$ cat config.mk
export PLATFORM = sky130hd
export DESIGN_NAME = host_launcher
export DESIGN_NICKNAME = d
export VERILOG_FILES = /design/src/rtl/host_launcher.sv
export SDC_FILE = /design/constraint.sdc
export NUM_CORES = 1
export LEC_CHECK = 0
export CORE_AREA = 8 8 79 60
export DETAILED_ROUTE_END_ITERATION = 7
export DIE_AREA = 0 0 87 68
export PLACE_DENSITY = 0.84
export SKIP_LAST_GASP = 1
export SLEW_MARGIN = 25
export SYNTH_ARGS = -nofsm -noshare
export SYNTH_HDL_FRONTEND = slang
export SYNTH_SLANG_ARGS = --single-unit
$ cat constraint.sdc
create_clock -name clk -period 5.3 [get_ports clk]
set_clock_uncertainty 0.15 [all_clocks]
set_input_delay 0.53 -clock clk [delete_from_list [all_inputs] [get_ports clk]]
set_output_delay 0.53 -clock clk [all_outputs]
set_load 0.005 [all_outputs]
$ cat src/rtl/host_launcher.sv
// Host-side run launcher: preload data memory from a byte stream, reset and launch the core, wait for done, stream back a result window.
// Latency: first write one cycle after start; first out_valid two cycles after dut_done; readback 1 byte/cycle.
// Backpressure: in_valid low stalls LOAD; out_ready low holds out_data/out_valid stable. Optional watchdog: define HOST_TIMEOUT_EN.
module host_launcher #(
    parameter int AW        = 8,
    parameter int LOAD_BASE = 0,
    parameter int LOAD_LEN  = 64,
    parameter int READ_BASE = 64,
    parameter int READ_LEN  = 64,
    parameter int TIMEOUT   = 4096,
    parameter int RST_CYC   = 2
) (
    input  logic          clk,
    input  logic          reset,
    input  logic          start,
    input  logic [7:0]    in_data,
    input  logic          in_valid,
    output logic          in_ready,
    output logic          mem_wr_en,
    output logic [AW-1:0] mem_addr,
    output logic [7:0]    mem_wr_data,
    input  logic [7:0]    mem_rd_data,
    output logic          dut_reset,
    output logic          dut_req,
    input  logic          dut_done,
    output logic [7:0]    out_data,
    output logic          out_valid,
    input  logic          out_ready,
    output logic          busy,
    output logic          timed_out
);

    localparam logic [2:0] S_IDLE   = 3'd0;
    localparam logic [2:0] S_LOAD   = 3'd1;
    localparam logic [2:0] S_LAUNCH = 3'd2;
    localparam logic [2:0] S_RUN    = 3'd3;
    localparam logic [2:0] S_READ   = 3'd4;

    localparam int LW = $clog2(RST_CYC + 1);

    localparam logic [AW-1:0] LOAD_BASE_A = AW'(LOAD_BASE);
    localparam logic [AW-1:0] READ_BASE_A = AW'(READ_BASE);
    localparam logic [AW:0]   LOAD_LAST   = (AW+1)'(LOAD_LEN - 1);
    localparam logic [AW:0]   READ_LAST   = (AW+1)'(READ_LEN - 1);
    localparam logic [LW-1:0] RST_LAST    = LW'(RST_CYC);

    logic [2:0]    state_q, state_d;
    logic [AW:0]   idx_q, idx_d;
    logic [LW-1:0] lcnt_q, lcnt_d;
    logic [7:0]    out_data_q, out_data_d;
    logic          out_valid_q, out_valid_d;

`ifdef HOST_TIMEOUT_EN
    localparam int TW = $clog2(TIMEOUT + 1);
    localparam logic [TW-1:0] TO_MAX  = TW'(TIMEOUT);
    localparam logic [TW-1:0] TO_LAST = TW'(TIMEOUT - 1);

    logic [TW-1:0] run_cnt_q, run_cnt_d;
    logic          timed_out_q, timed_out_d;
`endif

    // Next-state, index, launch counter, readback register and watchdog.
    always_comb begin
        state_d     = state_q;
        idx_d       = idx_q;
        lcnt_d      = lcnt_q;
        out_data_d  = out_data_q;
        out_valid_d = out_valid_q;
`ifdef HOST_TIMEOUT_EN
        run_cnt_d   = run_cnt_q;
        timed_out_d = timed_out_q;
`endif
        case (state_q)
            S_IDLE: begin
                if (start) begin
`ifdef HOST_TIMEOUT_EN
                    timed_out_d = 1'b0;
`endif
                    idx_d   = '0;
                    state_d = S_LOAD;
                end
            end
            S_LOAD: begin
                if (in_valid) begin
                    if (idx_q == LOAD_LAST) begin
                        idx_d   = '0;
                        lcnt_d  = '0;
                        state_d = S_LAUNCH;
                    end else begin
                        idx_d = idx_q + 1'b1;
                    end
                end
            end
            S_LAUNCH: begin
                // Counts RST_CYC reset cycles, then one request cycle.
                if (lcnt_q == RST_LAST) begin
                    state_d = S_RUN;
`ifdef HOST_TIMEOUT_EN
                    run_cnt_d = '0;
`endif
                end else begin
                    lcnt_d = lcnt_q + 1'b1;
                end
            end
            S_RUN: begin
                if (dut_done) begin
                    idx_d   = '0;
                    state_d = S_READ;
                end
`ifdef HOST_TIMEOUT_EN
                // Done has priority over an expiry in the same cycle.
                else if (run_cnt_q == TO_LAST) begin
                    timed_out_d = 1'b1;
                    state_d     = S_IDLE;
                end else if (run_cnt_q != TO_MAX) begin
                    run_cnt_d = run_cnt_q + 1'b1;
                end
`endif
            end
            S_READ: begin
                if (!out_valid_q) begin
                    out_data_d  = mem_rd_data;
                    out_valid_d = 1'b1;
                end else if (out_ready) begin
                    if (idx_q == READ_LAST) begin
                        out_valid_d = 1'b0;
                        idx_d       = '0;
                        state_d     = S_IDLE;
                    end else begin
                        // mem_addr already points one past the held byte.
                        out_data_d = mem_rd_data;
                        idx_d      = idx_q + 1'b1;
                    end
                end
            end
            default: begin
                state_d = S_IDLE;
            end
        endcase
    end

    // State registers with synchronous reset.
    always_ff @(posedge clk) begin
        if (reset) begin
            state_q     <= S_IDLE;
            idx_q       <= '0;
            lcnt_q      <= '0;
            out_data_q  <= '0;
            out_valid_q <= 1'b0;
`ifdef HOST_TIMEOUT_EN
            run_cnt_q   <= '0;
            timed_out_q <= 1'b0;
`endif
        end else begin
            state_q     <= state_d;
            idx_q       <= idx_d;
            lcnt_q      <= lcnt_d;
            out_data_q  <= out_data_d;
            out_valid_q <= out_valid_d;
`ifdef HOST_TIMEOUT_EN
            run_cnt_q   <= run_cnt_d;
            timed_out_q <= timed_out_d;
`endif
        end
    end

    // Memory port and core control decoded from state.
    always_comb begin
        in_ready    = (state_q == S_LOAD);
        mem_wr_en   = (state_q == S_LOAD) && in_valid;
        mem_wr_data = mem_wr_en ? in_data : 8'h00;
        mem_addr    = '0;
        if (state_q == S_LOAD) begin
            mem_addr = LOAD_BASE_A + idx_q[AW-1:0];
        end else if (state_q == S_READ) begin
            // While a byte is held, look ahead to the next one so a
            // handshake can capture it on the same edge.
            mem_addr = READ_BASE_A + idx_q[AW-1:0] + AW'(out_valid_q);
        end
        dut_reset = (state_q == S_IDLE) || ((state_q == S_LAUNCH) && (lcnt_q != RST_LAST));
        dut_req   = (state_q == S_LAUNCH) && (lcnt_q == RST_LAST);
        busy      = (state_q != S_IDLE);
    end

    assign out_data  = out_data_q;
    assign out_valid = out_valid_q;

`ifdef HOST_TIMEOUT_EN
    assign timed_out = timed_out_q;
`else
    assign timed_out = 1'b0;
`endif

endmodule

== Word level (Yosys, flattened, before mapping) ==
Cells that the tools add are included.

* $add $sub $neg: 4
* Equal/unequal tests: 18
* Mux-type cells: 29
* Reductions and logical operators: 12

{| class="wikitable"
|+ Operators with widths
! operator !! count
|-
| $mux 9 || 6
|-
| $mux 8 || 6
|-
| $pmux 9 s4 || 1
|-
| $mux 3 || 8
|-
| $ne 2x2->1 const B || 11
|-
| $pmux 3 s5 || 1
|-
| $add 9x1->9 const B || 1
|-
| $eq 9x6->1 const B || 1
|-
| $add 7x8->8 const A || 1
|-
| $add 8x1->8 || 1
|-
| $reduce_and 8->1 || 1
|-
| $eq 3x2->1 const B || 2
|-
| $mux 2 || 3
|-
| $reduce_and 6->1 || 1
|-
| $pmux 2 s2 || 1
|-
| $reduce_and 4->1 || 1
|-
| $reduce_bool 4->1 || 1
|-
| $eq 3x1->1 const B || 1
|-
| $eq 3x3->1 const B || 1
|-
| $logic_and 1x1->1 || 3
|-
| $logic_not 3->1 || 1
|-
| $mux 1 || 3
|-
| $reduce_and 3->1 || 1
|-
| $reduce_bool 3->1 || 1
|-
| other kinds (5) || 5
|}

* Register bits after elaboration: 23
* Input bits: 22
* Output and inout port bits: 31
* Logic and storage cells: 68

== Logic depth before layout (Yosys ltp) ==
* Depth after elaboration: 5
* Gate-level depth with buffers: 7
* Depth with buffers taken out: 6

== Worst setup path before layout ==
OpenSTA, ideal clock, no wires.

* Kind: register to output
* Start: register state_q[1]
* End: output port mem_addr[4]
* Data arrival time: 1321 ps
* Required time: 4620 ps
* Slack: 3299 ps
* Stages on the path, launching flop included: 6
* Buffers on the path: 2
* Path through: dfxtp_1 buf_6 or3b_1 buf_6 or3_1 o21ai_0

* Word-level cells in the longest chain between the ends: 3
* Elaborated cells on any way between the ends: 4
* Those cells by class: eq/ne: 2; mux: 2

{| class="wikitable"
|+ RTL lines
! what !! RTL line !! source
|-
| start, declared || 47 || <nowiki>logic [2:0] state_q, state_d;</nowiki>
|-
| start signal, assigned || 155 || <nowiki>state_q <= state_d;</nowiki>
|-
| $eq 3x3->1 || 175 || <nowiki>end else if (state_q == S_READ) begin</nowiki>
|-
| $mux 8 || 175 ||
|-
| $mux 8 * || 173 || <nowiki>if (state_q == S_LOAD) begin</nowiki>
|-
| end, declared || 20 || <nowiki>output logic [AW-1:0] mem_addr,</nowiki>
|}

Every way passes the cells marked *; elsewhere a longest branch is shown, timed or not.

== Final worst setup path ==
* Start: register state_q[2]
* End: output port mem_addr[4]

The elaborated chain is that of the path after synthesis.

==> summary.txt <==
Cells and area
  • Total number of nets in the final design: 270
  • Layout cells sized above 1: 0.0576
  • Area growth from synthesis to layout: 29.5%
  • N_diodes: 0
  • Filler instances: 323
  • Commonest cells after routing, fill and taps aside: clkdlybuf4s50_1 (51), nand2b_1 (25), dfxtp_1 (23)
  • Post-layout util: 0.617
  • Most common cell after layout, fill and taps aside: clkdlybuf4s50_1
  • Multi-input gate area: 1130 um^2
  • Sequential cell area in the final layout: 460 um^2

Die
  • Starting density of the core: 0.477
  • Die outline area: 5920 um^2
  • Floorplan die width: 87 um
  • Row count: 19
  • Die boundary height: 68 um
  • I/O pin count: 53
  • Floorplan core area: 3640 um^2

Synth
  • Distinct cell type count after synthesis: 48
  • Yosys Warn Count: 0
  • Flop and latch count out of synthesis: 23
  • Fraction of synthesis flops using an asynchronous set or reset pin: 0
  • Area of the mapped netlist: 1730 um^2
  • Dominant register cell in the synthesized netlist: dfxtp_1
  • Post-Synth Simple-Gate Area: 0.327
  • Share of cell area taken by muxes after synthesis: 0.0700
  • Sequential cell area fraction in the yosys report: 0.266
  • Adder-cell share of the synthesized area: 0.0289
  • Synthesized-area fraction occupied by ao, oa, aoi and oai cells: 0.211
  • Synthesized netlist cell count: 206
  • Post-synthesis net count: 232
  • Number of flops mapped to enable cells by yosys: 0
  • Parity-gate share of the synthesized area counting xor and xnor cells: 0.0101
  • Dominant combinational cell family by area after synthesis: simple AND/OR/NAND/NOR gates
  • Post-synthesis average cell area: 8.42 um^2

Worst setup path
  • Setup slack on the worst flop-to-flop path: 2790 ps
  • Worst setup EP type: output pin
  • Category of the most critical setup path: register to output pin
  • Critical path's top delay family: simple AND/OR/NAND/NOR gates
  • End of the worst register-to-register path: idx_q[7]$_SDFFE_PP0P_
  • Max FO, Critical Path: 14
  • Count of buffer and inverter cells on the critical path: 1
  • Worst Path Required: 4620 ps
  • Startpoint of the most critical register-to-register path: state_q[2]$_SDFFE_PP0P_
  • Type of element launching the critical path: register
  • Critical path's slowest cell: dfxtp_1
  • Depth of the worst register-to-register path: 4
  • CP Cell Sequence: or3b_1, or3_1, o21ai_0, clkdlybuf4s50_1
  • Crit path largest cell delay: 590 ps
  • Critical path arrival: 2430 ps

STA
  • Worst relative slew slack: 0.414
  • Final sum of negative setup slack: 0 ps
  • Worst-margin pin slew: 879 ps
  • Total of endpoints with negative setup slack in the final report: 0
  • Fin crit period: 3110 ps
  • RSZ-0062 raised after global routing: false
  • Maximum clock frequency: 0.322 GHz
  • Number of endpoints with negative hold slack in the final report: 0
  • Worst hold slack across all endpoints: 326 ps
  • Max-slew violation total from the final report: 0
  • Minimum setup slack in the final design: 2190 ps
  • Period utilization: 0.587

Global route
  • Maximum number of pins on one net before global-route repair: 43
  • Met2 layer usage reported by global route: 0.235
  • Combined global-route utilization of all metal layers: 0.152
  • Met1 track utilization from global routing: 0.204
  • Residual overflow from global routing: 0
  • Antenna violations before repair: 0
  • Met3 track demand over resource: 0.0396
  • Number of global-route vias before repair: 1,513
  • Global-route wire length before repair: 7200 um
  • Most utilized layer in the global route result: met2

Clock tree
  • TritonCTS buffer count: 3
  • Clock Pin Slew Worst Setup and Hold Paths: 80 ps
  • Clock tree from TritonCTS: done
  • Post-CTS setup buffer count: 0
  • Clock insertion delay at the later pin of the skew report: 270 ps
  • Post-CTS sizing: 0
  • Clock Sink Count: 23
  • Clock Root Buffer: clkbuf_8
  • Number of levels in the clock H-tree: 1
  • Maximum count of clock buffers along a single path: 2
  • # hold bufs at CTS: 0

Hold path
  • Endpoint with the worst hold slack: out_data[4]$_SDFFE_PP0P_
  • Class of the tightest hold or removal check: register to register
  • Number of stages on the worst hold path: 2
  • Start point of the worst hold path: out_data[4]$_SDFFE_PP0P_

Status
  • Outcome: finished clean

Power and ir drop
  • Pleak: 0.726 nW
  • PwrDens: 251 nW/um^2
  • Maximum vdd ir drop: 0.000199 V

Placed design
  • Final Wtd Congestion: 0.886
  • Detailed Place HPWL: 3270 um
  • Port Buf Inserts: 51
  • Placement Setup Slack: 2520 ps

Route
  • Via count: 1,635
  • Number of nets still failing antenna checks after routing: 0
  • Iteration-0 DRC Markers: 125
  • Detailed-route DRC error count: 0
  • Detailed-router iteration count before antenna repair: 5
  • Detailed Route WL: 4440 um
  • Vias per cell: 5.54
  • Avg WL per Cell: 15.0 um

Job
  • # Max-Cap Violations: 0
registers in the layout, indices dropped and copies added, names as in the netlist:
name	count
idx_q	9
out_data	8
state_q	3
lcnt_q	2
out_valid	1
Yosys cell counts (2+ instances only):
library cell	n	area share
dfxtp_1	23	0.27
nor2_1	5	0.011
nand2_1	8	0.017
nand3_1	6	0.017
nand4_1	3	0.011
buf_6	3	0.019
nor4_1	2	0.0072
a211oi_1	3	0.013
o21bai_1	2	0.0087
or2_1	2	0.0072
and3_1	2	0.0072
o32ai_1	7	0.035
clkbuf_1	7	0.015
buf_4	5	0.022
mux2i_1	11	0.063
and2_1	10	0.036
a311oi_1	6	0.030
inv_1	8	0.017
ha_1	4	0.029
a21oi_1	4	0.012
or2_2	3	0.011
nand2b_1	25	0.090
a22o_1	3	0.015
buf_2	4	0.012
nor3_1	3	0.0087
o21ai_0	14	0.040
nand4bb_1	4	0.026
nand3b_1	3	0.013
or3_1	7	0.025
cell families after synthesis:
logic type	after synthesis
compound gates	47
xor+xnor	2
fa+ha+maj	4
buf+inv	27
flops	23
mux	12
other cells	1
simple gates	90
per-layer routing:
metal | up-vias | wire, um
met5 | - | 0
met4 | 0 | 38
met3 | 7 | 362
met2 | 75 | 1960
met1 | 732 | 2080
li1 | 821 | -
power by group:
group	switching [mW]	internal (mW)	total, mW
clock	0.0595	0.0527	0.112
combinational	0.116	0.123	0.239
sequential	0.0280	0.184	0.212
cell type report:
type / count / share of cell area
multi-input cells: 156 / 0.501
repair buffers: 52 / 0.231
flip-flops and latches: 23 / 0.205
well taps: 52 / 0.0290
clock buffers: 3 / 0.0184
inverters: 8 / 0.0134
clock inverters: 1 / 0.00223
tightest hold or removal path, delay by kind of cell, from the launching register on:
kind             cells  cell delay [ps]
flip-flops           1              310
AND/OR/NAND/NOR      1               60
multiplexers         1               60
per-stage QoR:
step	std cells	cell area (um^2)	power [mW]
global placement	291	2200	0.450
floorplan	206	1730	0.376
detailed placement	291	2200	0.452
global route	295	2250	0.597
finish	295	2250	0.563
CTS	295	2250	0.567
worst max path at each step:
stage	startpoint	end	slack [ps]	depth (start not counted)
after CTS	state_q[2]$_SDFFE_PP0P_	mem_addr[4]	2190	4
after floorplan	state_q[1]$_SDFFE_PP0P_	mem_addr[4]	3300	5
final	state_q[2]$_SDFFE_PP0P_	mem_addr[4]	2190	4
after global placement	state_q[2]$_SDFFE_PP0P_	mem_addr[4]	2540	4
after global routing	state_q[2]$_SDFFE_PP0P_	mem_addr[6]	2050	4
after detailed placement	state_q[2]$_SDFFE_PP0P_	mem_addr[4]	2520	4
No activity file was read; power rests on OpenSTA's default activity.
